File: config.mk
export PLATFORM = sky130hd
export DESIGN_NAME = tick_generator
export DESIGN_NICKNAME = d
export VERILOG_FILES = /design/src/rtl/tick_gen_pkg.sv /design/src/rtl/tick_channel.sv /design/src/rtl/tick_generator.sv
export SDC_FILE = /design/constraint.sdc
export NUM_CORES = 1
export LEC_CHECK = 0
export BUFFER_PORTS_ARGS = -buffer_cell sky130_fd_sc_hd__buf_2
export CAP_MARGIN = 20
export CORE_ASPECT_RATIO = 1.2
export CORE_UTILIZATION = 31
export CTS_BUF_LIST = sky130_fd_sc_hd__clkbuf_4 sky130_fd_sc_hd__clkbuf_8 sky130_fd_sc_hd__clkbuf_16
export DETAILED_ROUTE_END_ITERATION = 8
export PLACE_DENSITY = 0.46
export SLEW_MARGIN = 20
export SYNTH_ARGS = -nofsm -noshare
export SYNTH_HDL_FRONTEND = slang
export SYNTH_SLANG_ARGS = --single-unit
File: constraint.sdc
create_clock -name clock -period 4.6 [get_ports clock]
set_input_delay 0.92 -clock clock [delete_from_list [all_inputs] [get_ports clock]]
set_output_delay 0.92 -clock clock [all_outputs]
set_load 0.01 [all_outputs]
File: src/rtl/tick_gen_pkg.sv
// rtl/tick_gen_pkg.sv - shared types and default constants for the tick generator
package tick_gen_pkg;

    // Channel operating mode as captured on a load strobe.
    typedef enum logic {
        PERIODIC = 1'b0,
        ONE_SHOT = 1'b1
    } tick_mode_e;

    // Default divisor/counter width and reset divisor (1 s at 25 MHz).
    localparam int TG_CNT_W       = 26;
    localparam int TG_DEFAULT_DIV = 25000000;

endpackage

File: src/rtl/tick_channel.sv
// rtl/tick_channel.sv - one programmable divider channel producing tick/square/active
//
// Ports:
//   clock       system clock, all state on posedge
//   reset       synchronous active-low reset
//   enable      run enable (level); low pauses the channel
//   load        one-cycle strobe capturing divisor_in and mode_in
//   divisor_in  divisor to capture (0 is stored as 1)
//   mode_in     0 = periodic, 1 = one-shot
//   tick        registered one-cycle pulse per period
//   square      registered output toggling on every tick
//   active      channel armed and able to produce a further tick
module tick_channel
    import tick_gen_pkg::*;
#(
    parameter int CNT_W       = TG_CNT_W,
    parameter int DEFAULT_DIV = TG_DEFAULT_DIV
) (
    input  logic             clock,
    input  logic             reset,
    input  logic             enable,
    input  logic             load,
    input  logic [CNT_W-1:0] divisor_in,
    input  logic             mode_in,
    output logic             tick,
    output logic             square,
    output logic             active
);

    // A zero divisor would make the terminal compare wrap, so it is treated as 1.
    localparam logic [CNT_W-1:0] RESET_DIV =
        (DEFAULT_DIV == 0) ? CNT_W'(1) : CNT_W'(DEFAULT_DIV);

    logic [CNT_W-1:0] r_div;
    logic [CNT_W-1:0] r_count;
    tick_mode_e       r_mode;
    logic             r_armed;
    logic             r_tick;
    logic             r_square;

    logic [CNT_W-1:0] w_div_next;
    logic [CNT_W-1:0] w_count_next;
    tick_mode_e       w_mode_next;
    logic             w_armed_next;
    logic             w_tick_next;
    logic             w_square_next;
    logic [CNT_W-1:0] w_load_div;
    logic             w_terminal;

    assign w_load_div = (divisor_in == '0) ? CNT_W'(1) : divisor_in;

    // r_div is never 0, so div-1 cannot underflow and count never passes it.
    assign w_terminal = (r_count == (r_div - CNT_W'(1)));

    always_comb begin
        w_div_next    = r_div;
        w_count_next  = r_count;
        w_mode_next   = r_mode;
        w_armed_next  = r_armed;
        w_square_next = r_square;
        w_tick_next   = 1'b0;

        if (load) begin
            // Load wins over enable: restart the period from a clean state.
            w_div_next    = w_load_div;
            w_mode_next   = tick_mode_e'(mode_in);
            w_count_next  = '0;
            w_armed_next  = 1'b1;
            w_square_next = 1'b0;
        end else if (enable && r_armed) begin
            if (w_terminal) begin
                w_count_next  = '0;
                w_tick_next   = 1'b1;
                w_square_next = ~r_square;
                // One-shot disarms on the edge that emits its only tick.
                if (r_mode == ONE_SHOT) begin
                    w_armed_next = 1'b0;
                end
            end else begin
                w_count_next = r_count + CNT_W'(1);
            end
        end
    end

    always_ff @(posedge clock) begin
        if (!reset) begin
            r_div    <= RESET_DIV;
            r_count  <= '0;
            r_mode   <= PERIODIC;
            r_armed  <= 1'b1;
            r_tick   <= 1'b0;
            r_square <= 1'b0;
        end else begin
            r_div    <= w_div_next;
            r_count  <= w_count_next;
            r_mode   <= w_mode_next;
            r_armed  <= w_armed_next;
            r_tick   <= w_tick_next;
            r_square <= w_square_next;
        end
    end

    assign tick   = r_tick;
    assign square = r_square;
    assign active = r_armed;

endmodule

File: src/rtl/tick_generator.sv
// rtl/tick_generator.sv - array of independent programmable tick divider channels
//
// Ports:
//   clock       system clock, all state on posedge
//   reset       synchronous active-low reset
//   enable      per-channel run enable
//   load        per-channel load strobe for divisor_in/mode_in
//   divisor_in  divisor shared by every channel strobed in a cycle
//   mode_in     0 = periodic, 1 = one-shot
//   tick        per-channel one-cycle tick pulse
//   square      per-channel square wave toggling on each tick
//   active      per-channel armed status
module tick_generator
    import tick_gen_pkg::*;
#(
    parameter int NUM_CH      = 4,
    parameter int CNT_W       = TG_CNT_W,
    parameter int DEFAULT_DIV = TG_DEFAULT_DIV
) (
    input  logic              clock,
    input  logic              reset,
    input  logic [NUM_CH-1:0] enable,
    input  logic [NUM_CH-1:0] load,
    input  logic [CNT_W-1:0]  divisor_in,
    input  logic              mode_in,
    output logic [NUM_CH-1:0] tick,
    output logic [NUM_CH-1:0] square,
    output logic [NUM_CH-1:0] active
);

    for (genvar g = 0; g < NUM_CH; g++) begin : g_ch
        tick_channel #(
            .CNT_W       (CNT_W),
            .DEFAULT_DIV (DEFAULT_DIV)
        ) u_ch (
            .clock      (clock),
            .reset      (reset),
            .enable     (enable[g]),
            .load       (load[g]),
            .divisor_in (divisor_in),
            .mode_in    (mode_in),
            .tick       (tick[g]),
            .square     (square[g]),
            .active     (active[g])
        );
    end

endmodule

==> flow_metrics.tcl, run 1 <==
set metrics [dict create \
    dp_slack_ns 1.28 \
    die_w_um 186 \
    final_cells 2029 \
    drtIter0Drc 493 \
    gr-total-overflow 0 \
    skew_ns 0.0178 \
    cp_max_fo 25 \
    outcome "complete, no violations" \
    clock-sinks 224 \
    root_buffer "clkbuf_16" \
    nets 1524 \
    min_period_over_period_pct 71.2 \
    drtAntennaViolNets 0 \
    setup_violations 0 \
    tightestPinTransition_ns 0.971 \
    cts.repair.resized 0 \
    setup_tns_ns 0 \
    ios 49 \
    synthXorXnorAreaFrac_pct 15.5 \
    switchingPower_mw 1.19 \
    cts_setup_buffers 0 \
    power_frac_seq_pct 45.2 \
    grt_start_max_net_pins 58 \
    synth_cell_type_count 77 \
    critical_path_class "reg -> reg" \
    drive_above_1_share_pct 8.62 \
    synth_fa_ha_area_share_pct 0.793 \
    cts_tree "done" \
    ys.flop_type "dfxtp_1" \
    hold_buffers 0 \
    synth_fp_nets 1512 \
    ff_latch_area_sq_um 4480 \
    insertion_delay_ns 0.55 \
    path_clk_slew_ns 0.07 \
    hold_violations 0 \
    synth_edf_count 0 \
    synth_compound_area_share_pct 7.98 \
    ys_seq_area_share_pct 35.5 \
    async_reset_ff_share_pct 0 \
    routabilityCongestion 0.817 \
    whs_ns 0.465 \
    io_buffers 48 \
    min_path_type "reg -> reg" \
    drc 0 \
    cts_made_buffers 25 \
    swShare_pct 25.6 \
    p_leak_nw 4.99 \
    grt_pass1_vias 9711 \
    arrival_ns 3.70 \
    die_h_um 223 \
    rsz0062_at_grt "no" \
    maxSlewViolCount 0 \
    vdd_drop_max_uv 255 \
    synth_simple_gate_area_share_pct 28.1 \
    grtUsageTotal_pct 16.5 \
    num_rows 80 \
    drt_wl_total_um 33700 \
    cap_violations 0 \
    max-slew-margin-rel_pct 34.4 \
    start_util_pct 31.6 \
    fill_cells 4134 \
    ys_ff_latch 224 \
    clk_path_buf_depth 3 \
    htree_levels 1 \
    wire_per_inst_um 16.6 \
    endpoint_kind "flip-flop" \
    core-area_sq_um 39900 \
    viasPerCell 4.97 \
    critical_path.startpoint_type "flip-flop" \
    path_delay_family "simple AND/OR/NAND/NOR gates" \
    layout_min_cycle_time_ns 3.27 \
    clock_power_share_pct 45.2 \
    synth_top_family_by_area "simple AND/OR/NAND/NOR gates" \
    fmax_mhz 305 \
    power_frac_comb_pct 9.6 \
    power_density_nw_per_um2 330 \
    first_pass_iters 5 \
    synthMuxAreaShare_pct 8.34 \
    synthToLayoutAreaGrowth_pct 11.5 \
    yosys_warnings 0 \
    synth_cells 1467 \
    multi_input_area_sq_um 7650 \
    dp_cells 1985 \
    detailed_place_hpwl_um 24800 \
    cp.required_ns 5.03 \
    grt_pass1_wl_um 54000 \
    syn_area_sq_um 12600 \
    die_area_sq_um 41500 \
    antenna_found_initial 0 \
    avgSynthCellArea_sq_um 8.60 \
    critPathMaxStageDelay_ns 0.67 \
    path_buf_inv 1 \
    via_count 10100 \
    fin_util_pct 35.2 \
    worst_slack_ns 1.33 \
    intPower_mw 3.45 \
    cp_slowest_cell "nor4_1" \
    cp_common_cell "nor4_1" \
    path_cells "nor4_1 -> nand4b_1 -> nor3_1 -> o22ai_1 -> nor4_1 -> nand4_1 -> o21ai_2 -> buf_4 -> nor2_1" \
    diodes 0 \
]
## logic make-up (layout without fill, tap and decap cells)
group | after synthesis | count (layout)
xor+xnor | 223 | 223
compound gates | 145 | 145
simple gates | 665 | 665
mux | 105 | 105
buf+inv | 97 | 126
fa+ha+maj | 8 | 8
flops | 224 | 224
## placed cells by master (no fill, tap or decap), types with 5 or more instances in the layout
master / n
o211ai_1: 10
o21ai_0: 28
nor4_1: 28
inv_1: 25
a41oi_1: 5
a211o_1: 8
o211a_1: 6
buf_2: 47
nor2b_1: 64
a211oi_1: 8
or4_1: 11
or3_1: 12
xor2_1: 108
o22ai_1: 7
nand4_1: 45
and4_1: 11
dfxtp_1: 224
nand3_1: 53
nor3b_1: 5
ha_1: 8
clkbuf_8: 8
mux2i_1: 104
a31oi_1: 8
nand3b_1: 6
and3_1: 28
o31ai_1: 8
nand2b_1: 14
xnor2_1: 115
buf_4: 10
clkbuf_16: 25
nand2_1: 131
nor3_1: 66
a21oi_1: 26
and2_1: 12
nor2_1: 147
## flip-flops by register name (all words and copies together) (netlist names)
name,flops
g_ch.u_ch.tick,4
g_ch.u_ch.r_div,104
g_ch.u_ch.r_mode,4
g_ch.u_ch.r_count,104
g_ch.u_ch.square,4
g_ch.u_ch.active,4
## area by class of cell
class	count	area share, %
Inverter	25	0.667
Tap cell	533	4.74
Clock buffer	37	5.44
Timing Repair Buffer	57	2.21
Clock inverter	7	0.632
Sequential cell	224	31.9
Multi-Input combinational cell	1146	54.4
## metrics by stage
step,area [sq um],power [mW]
after CTS,14100,4.70
after global routing,14100,4.83
final,14100,4.64
after global placement,13200,2.58
after floorplan,12600,2.44
after detailed placement,13200,2.59
## power by group through the flow
stage	registers, mW	logic [mW]	clock network (mW)
detailed placement	2.14	0.449	0
global route	2.11	0.492	2.23
global placement	2.14	0.444	0
finish	2.10	0.444	2.10
floorplan	2.10	0.342	0
CTS	2.10	0.450	2.15
## synthesized netlist by cell type (all sizes together) (5+ instances only)
| cell type | instances | area (sq um) |
|---|---|---|
| a31oi | 8 | 50.1 |
| and3 | 28 | 175 |
| nor3b | 6 | 50.1 |
| nand3 | 53 | 265 |
| o31ai | 9 | 72.6 |
| nand4b | 5 | 50.0 |
| inv | 25 | 93.8 |
| a211o | 8 | 70.1 |
| xnor2 | 115 | 1010 |
| nand3b | 6 | 45.0 |
| nand2b | 14 | 87.6 |
| mux2i | 104 | 1040 |
| nor3 | 68 | 357 |
| a21oi | 26 | 130 |
| nand2 | 131 | 492 |
| or3 | 13 | 86.3 |
| nor2 | 147 | 552 |
| a211oi | 8 | 60.1 |
| or4 | 12 | 93.8 |
| and4 | 11 | 96.3 |
| o21ai | 31 | 166 |
| nor2b | 64 | 400 |
| nor4b | 5 | 56.3 |
| buf | 33 | 221 |
| o211a | 6 | 60.1 |
| and2 | 12 | 75.1 |
| dfxtp | 224 | 4480 |
| nor4 | 35 | 289 |
| ha | 8 | 100 |
| a41oi | 5 | 43.8 |
| nand4 | 46 | 294 |
| o211ai | 10 | 75.1 |
| xor2 | 108 | 946 |
| clkbuf | 37 | 141 |
| o22ai | 7 | 43.8 |
## path summary, 6_finish.rpt
path / start / endpoint / slack [ns] / cells past startpoint
hold reg to reg: g_ch[2].u_ch.r_mode$_SDFFE_PN0P_ / g_ch[2].u_ch.active$_SDFFE_PP1P_ / 0.47 / 1
hold / removal: g_ch[2].u_ch.r_mode$_SDFFE_PN0P_ / g_ch[2].u_ch.active$_SDFFE_PP1P_ / 0.47 / 1
setup / recovery: g_ch[1].u_ch.r_div[4]$_SDFFE_PN0P_ / g_ch[1].u_ch.r_count[14]$_SDFFE_PP0P_ / 1.33 / 9
setup reg to reg: g_ch[1].u_ch.r_div[4]$_SDFFE_PN0P_ / g_ch[1].u_ch.r_count[14]$_SDFFE_PP0P_ / 1.33 / 9
## layer usage
layer  share of wire [%]  global-route usage, %  vias to the layer above
li1                    -                      -                     5185
met1                  46                   21.5                     4708
met2                  47                   27.5                      137
met3                 3.0                   1.94                       52
met4                 3.5                   6.64                        0
met5                   0                      0                        -
(Power assumes the default switching activity.)
==> run 2: changes to the inputs <==
PLACE_DENSITY = 0.47   (was 0.46)
clock period = 3 ns   (was 4.6 ns; I/O delays follow)
==> run 2 against run 1 <==
  * Global-route usage grew 0.48 points
  * Utilization rose by 1.4 points
  * Sequential cell count unchanged
  * Fmax increased by 16%
  * Cell count up 2.9%
  * Clock-buffer cell count is 2 higher
  * Critical path type unchanged
  * Highest routed layer unchanged
  * Combinational power increased by 76%
  * First-iteration DRC count decreased by 3.7%
  * Power is 52% higher
==> flow_metrics.tcl, run 2 (synthesis gave the netlist of run 1 again) <==
set metrics [dict create \
    max-slew-margin-rel_pct 28.9 \
    min_path_cells 2 \
    cp_max_fo 25 \
    core-area_sq_um 39900 \
    critical_path.startpoint_type "flip-flop" \
    endpoint_kind "flip-flop" \
    fill_cells 4100 \
    detailed_place_hpwl_um 25800 \
    grt_start_max_net_pins 33 \
    fmax_mhz 353 \
    insertion_delay_ns 0.54 \
    synthToLayoutAreaGrowth_pct 15.8 \
    cts_tree "done" \
    min_period_over_period_pct 94.3 \
    layout_common_cells "dfxtp_1, nor2_1, nand2_1" \
    num_rows 80 \
    whs_ns 0.318 \
    first_pass_iters 5 \
    path_delay_family "simple AND/OR/NAND/NOR gates" \
    wire_per_inst_um 16.6 \
    gr-total-overflow 0 \
    finalInstanceArea_sq_um 14600 \
    cts_made_buffers 25 \
    die_w_um 186 \
    vdd_drop_max_uv 412 \
    drive_above_1_share_pct 12.7 \
    cp.required_ns 3.44 \
    die_area_sq_um 41500 \
    clk_path_buf_depth 3 \
    ff2ff_setup_slack_ns 0.17 \
    tightestPinTransition_ns 1.05 \
    root_buffer "clkbuf_16" \
    critical_path_class "reg -> reg" \
    worstReg2RegEnd "g_ch[1].u_ch.r_count[25]$_SDFFE_PP0P_" \
    cp_slowest_cell "or3b_2" \
    min_path_type "in -> reg" \
    path_cells "inv_1 -> ha_1 -> or3b_2 -> nor4_1 -> buf_4 -> o211a_1 -> o22ai_1 -> nor4_2 -> buf_4 -> nand4_1 -> buf_4 -> o21ai_2 -> buf_12 -> nor2_1" \
    dp_cells 2038 \
    p_leak_nw 5.32 \
    critPathMaxStageDelay_ns 0.49 \
    routabilityCongestion 0.841 \
    cp_common_cell "buf_4" \
    drtAntennaViolNets 0 \
    setup_violations 0 \
    layout_min_cycle_time_ns 2.83 \
    fin_util_pct 36.6 \
    outcome "complete, no violations" \
    nets 1581 \
    arrival_ns 3.27 \
    ff2ff_path_depth 14 \
    path_buf_inv 5 \
    cap_violations 0 \
    die_h_um 223 \
    maxSlewViolCount 0 \
    hold_buffers 0 \
    final_cells 2088 \
    diodes 0 \
    grt_pass1_vias 10200 \
    drtIter0Drc 475 \
    power_density_nw_per_um2 481 \
    via_count 10400 \
    post_dp_cell_area_sq_um 13600 \
    io_buffers 48 \
    final_common_cell "dfxtp_1" \
    r2r-start "g_ch[1].u_ch.r_div[1]$_SDFFE_PN0P_" \
    hp-start "enable[2]" \
    start_util_pct 31.6 \
    whs_endpoint "g_ch[2].u_ch.active$_SDFFE_PP1P_" \
    skew_ns 0.0185 \
    path_clk_slew_ns 0.06 \
    antenna_found_initial 0 \
    grtUsageTotal_pct 17.0 \
    ios 49 \
    hold_violations 0 \
    clock-sinks 224 \
    reg_top3 "g_ch.u_ch.r_count x104, g_ch.u_ch.r_div x104" \
    grt_pass1_wl_um 55900 \
    drt_wl_total_um 34700 \
    total_power_mw 7.03 \
    drc 0 \
    viasPerCell 5.00 \
    htree_levels 1 \
    rsz0062_at_grt "no" \
]
-- run 2: worst max path at each step --
stage | to | depth (start not counted) | start
global placement | g_ch[0].u_ch.square$_SDFFE_PP0P_ | 10 | g_ch[0].u_ch.r_div[1]$_SDFFE_PN0P_
detailed placement | g_ch[0].u_ch.square$_SDFFE_PP0P_ | 10 | g_ch[0].u_ch.r_div[1]$_SDFFE_PN0P_
global route | g_ch[3].u_ch.r_count[17]$_SDFFE_PP0P_ | 10 | g_ch[3].u_ch.r_div[20]$_SDFFE_PN1P_
finish | g_ch[1].u_ch.r_count[25]$_SDFFE_PP0P_ | 14 | g_ch[1].u_ch.r_div[1]$_SDFFE_PN0P_
CTS | g_ch[1].u_ch.r_count[0]$_SDFFE_PP0P_ | 13 | g_ch[1].u_ch.r_div[1]$_SDFFE_PN0P_
floorplan | g_ch[3].u_ch.r_count[10]$_SDFFE_PP0P_ | 11 | g_ch[3].u_ch.r_div[0]$_SDFFE_PN0P_
-- run 2: final cells by class --
cell class | instances | area, sq um | area share, %
clock buffers | 39 | 781 | 5.34
multi-input cells | 1146 | 7760 | 53.1
inverters | 25 | 93.8 | 0.642
repair buffers | 114 | 779 | 5.34
clock inverters | 7 | 38.8 | 0.266
flip-flops and latches | 224 | 4490 | 30.7
well taps | 533 | 667 | 4.57
-- run 2: per-stage QoR --
stage	TNS [ns]	worst slack, ns
3_3_place_gp	-1.81	-0.103
4_1_cts	0	0.0122
5_1_grt	0	0.00377
6_report	0	0.170
2_1_floorplan	0	0.265
3_5_place_dp	-3.46	-0.164
-- run 2: layer usage --
layer	part of all wire, %	track usage [%]	wire length, um	up-vias
met5	0	0	0	-
li1	-	-	-	5310
met4	3.1	5.92	1070	0
met1	46	21.7	16000	4943
met3	2.9	1.96	992	52
met2	48	29.2	16600	139
-- run 2: power by group --
part / switching, mW / internal [mW]
clock: 1.27 / 1.78
sequential: 0.130 / 3.07
combinational: 0.431 / 0.348
total: 1.83 / 5.20
-- run 2: timing repair --
action	CTS	global route
buffers inserted	0	4
gates resized for setup	2	17
setup endpoints to repair	53	107
pin swaps	0	4
==> run 3: changes to the inputs <==
CTS_BUF_LIST = sky130_fd_sc_hd__clkbuf_4   (was sky130_fd_sc_hd__clkbuf_4 sky130_fd_sc_hd__clkbuf_8 sky130_fd_sc_hd__clkbuf_16)
clock period = 2.3 ns   (was 3 ns; I/O delays follow)
==> run 3 against run 2 <==
  * The run now ends with setup timing left
  * Setup slack worse by 0.66 ns
  * First-iteration DRC count fell by 6.1%
  * Global-route usage rose by 2.1 points
  * Highest routed layer is now met5
  * Routed wire length increased by 14%
  * Cell count grew 14%
  * Sequential cell count stayed put
  * Sequential share of layout area decreased by 4.6 points
  * Via count is 10% higher
==> flow_metrics.tcl, run 3 (synthesis gave the netlist of run 1 again) <==
set metrics [dict create \
    die_w_um 186 \
    top_layer "met5" \
    grt_start_max_net_pins 30 \
    max-slew-margin-rel_pct 58.3 \
    arrival_ns 3.42 \
    skew_ns 0.0240 \
    path_cells "buf_6 -> or4_4 -> or3_1 -> o22ai_2 -> a32oi_1 -> nor4_1 -> nand4_1 -> buf_6 -> o21ai_4 -> clkbuf_16 -> nor2_1" \
    antenna_found_initial 2 \
    clk_path_buf_depth 3 \
    dp_cells 2222 \
    nets 1841 \
    setup_violations 115 \
    failed_checks "setup timing" \
    hold_violations 0 \
    maxSlewViolCount 0 \
    ios 49 \
    insertion_delay_ns 0.75 \
    cp_slowest_cell "or4_4" \
    wl_met1_um 17500 \
    cts_tree "done" \
    path_delay_family "simple AND/OR/NAND/NOR gates" \
    critical_path_class "reg -> reg" \
    layout_common_cells "buf_4, dfxtp_1, nand2_1" \
    root_buffer "clkbuf_4" \
    wl_met2_um 19600 \
    fin_util_pct 43.2 \
    cp_common_cell "buf_6" \
    critical_path.startpoint_type "flip-flop" \
    cp_max_fo 6 \
    drc 0 \
    drtIter0Drc 446 \
    setup_tns_ns -41.62 \
    worst_slack_ns -0.488 \
    wl_met3_um 1120 \
    htree_levels 2 \
    die_area_sq_um 41500 \
    core-area_sq_um 39900 \
    fmax_mhz 359 \
    die_h_um 223 \
    grtUsageTotal_pct 19.1 \
    io_buffers 48 \
    cap_violations 0 \
    critPathMaxStageDelay_ns 0.54 \
    grt_pass1_wl_um 62100 \
    drtAntennaViolNets 0 \
    clock-sinks 224 \
    rsz0062_at_grt "yes" \
    path_clk_slew_ns 0.07 \
    endpoint_kind "flip-flop" \
    cts_made_buffers 60 \
    outcome "finished, violations left" \
    final_cells 2376 \
    num_rows 80 \
    grt_pass1_vias 11500 \
    wire_per_inst_um 16.7 \
    first_pass_iters 4 \
    drt_wl_total_um 39700 \
    synthToLayoutAreaGrowth_pct 36.8 \
    layout_min_cycle_time_ns 2.79 \
    whs_ns 0.0957 \
    detailed_place_hpwl_um 28700 \
    start_util_pct 31.6 \
    vdd_drop_max_uv 283 \
    tightestPinTransition_ns 0.625 \
    min_path_type "in -> reg" \
    gr-total-overflow 0 \
    cp.required_ns 2.94 \
    fill_cells 3983 \
    final_common_cell "buf_4" \
    drive_above_1_share_pct 32.8 \
    reg_top3 "g_ch.u_ch.r_count x104, g_ch.u_ch.r_div x104" \
    min_period_over_period_pct 121 \
    routabilityCongestion 0.855 \
    viasPerCell 4.86 \
    path_buf_inv 3 \
    power_density_nw_per_um2 533 \
    p_leak_nw 6.59 \
    via_count 11500 \
]
-- run 3: tightest hold or removal path, stage by stage --
cell and delay [ns]:
buf_2 0.19, mux2i_1 0.10, nand2_1 0.06
-- run 3: through the flow --
stage          instance area (sq um)  setup WS [ns]  total power, mW
6_report                       17300         -0.488             9.20
5_1_grt                        17300         -0.647             9.68
4_1_cts                        16800         -0.450             9.31
3_5_place_dp                   15200         -0.614             5.52
3_3_place_gp                   15200         -0.674             5.50
2_1_floorplan                  12800         -0.293             4.93
-- run 3: power breakdown --
| part | leakage, nW | total [mW] | internal [mW] | switching (mW) |
|---|---|---|---|---|
| clock | 0.456 | 3.60 | 1.85 | 1.75 |
| combinational | 4.31 | 1.48 | 0.724 | 0.757 |
| sequential | 1.83 | 4.12 | 4.00 | 0.116 |
-- run 3: routing by layer --
metal / global-route usage (%) / vias to the layer above
met4: 7.56 / 2
li1: - / 5848
met1: 23.3 / 5443
met5: 0 / -
met3: 3.28 / 86
met2: 33.0 / 160
-- run 3: layout make-up --
cell class                      instances  area (sq um)  area share (%)
Antenna cell                            1          2.50          0.0145
Clock buffer                           88           661            3.83
Clock inverter                         20           104           0.602
Inverter                               25          98.8           0.573
Multi-Input combinational cell       1146          8550            49.5
Sequential cell                       224          4510            26.1
Tap cell                              533           667            3.86
Timing Repair Buffer                  339          2670            15.4
-- run 3: final timing paths --
kind,start,end,slack (ns),cells past startpoint
max,g_ch[1].u_ch.r_div[1]$_SDFFE_PN0P_,g_ch[1].u_ch.r_count[14]$_SDFFE_PP0P_,-0.49,11
min,divisor_in[13],g_ch[3].u_ch.r_div[13]$_SDFFE_PN1P_,0.1,3
max reg2reg,g_ch[1].u_ch.r_div[1]$_SDFFE_PN0P_,g_ch[1].u_ch.r_count[14]$_SDFFE_PP0P_,-0.49,11
min reg2reg,g_ch[2].u_ch.r_mode$_SDFFE_PN0P_,g_ch[2].u_ch.active$_SDFFE_PP1P_,0.47,1
-- run 3: repair_timing --
action,CTS,global route
gates cloned,5,4
setup buffers,17,12
pin swaps,62,51
hold buffers,11,0
resized for setup,113,95
setup endpoints to repair,116,116
endpoints found under the hold margin,14,0
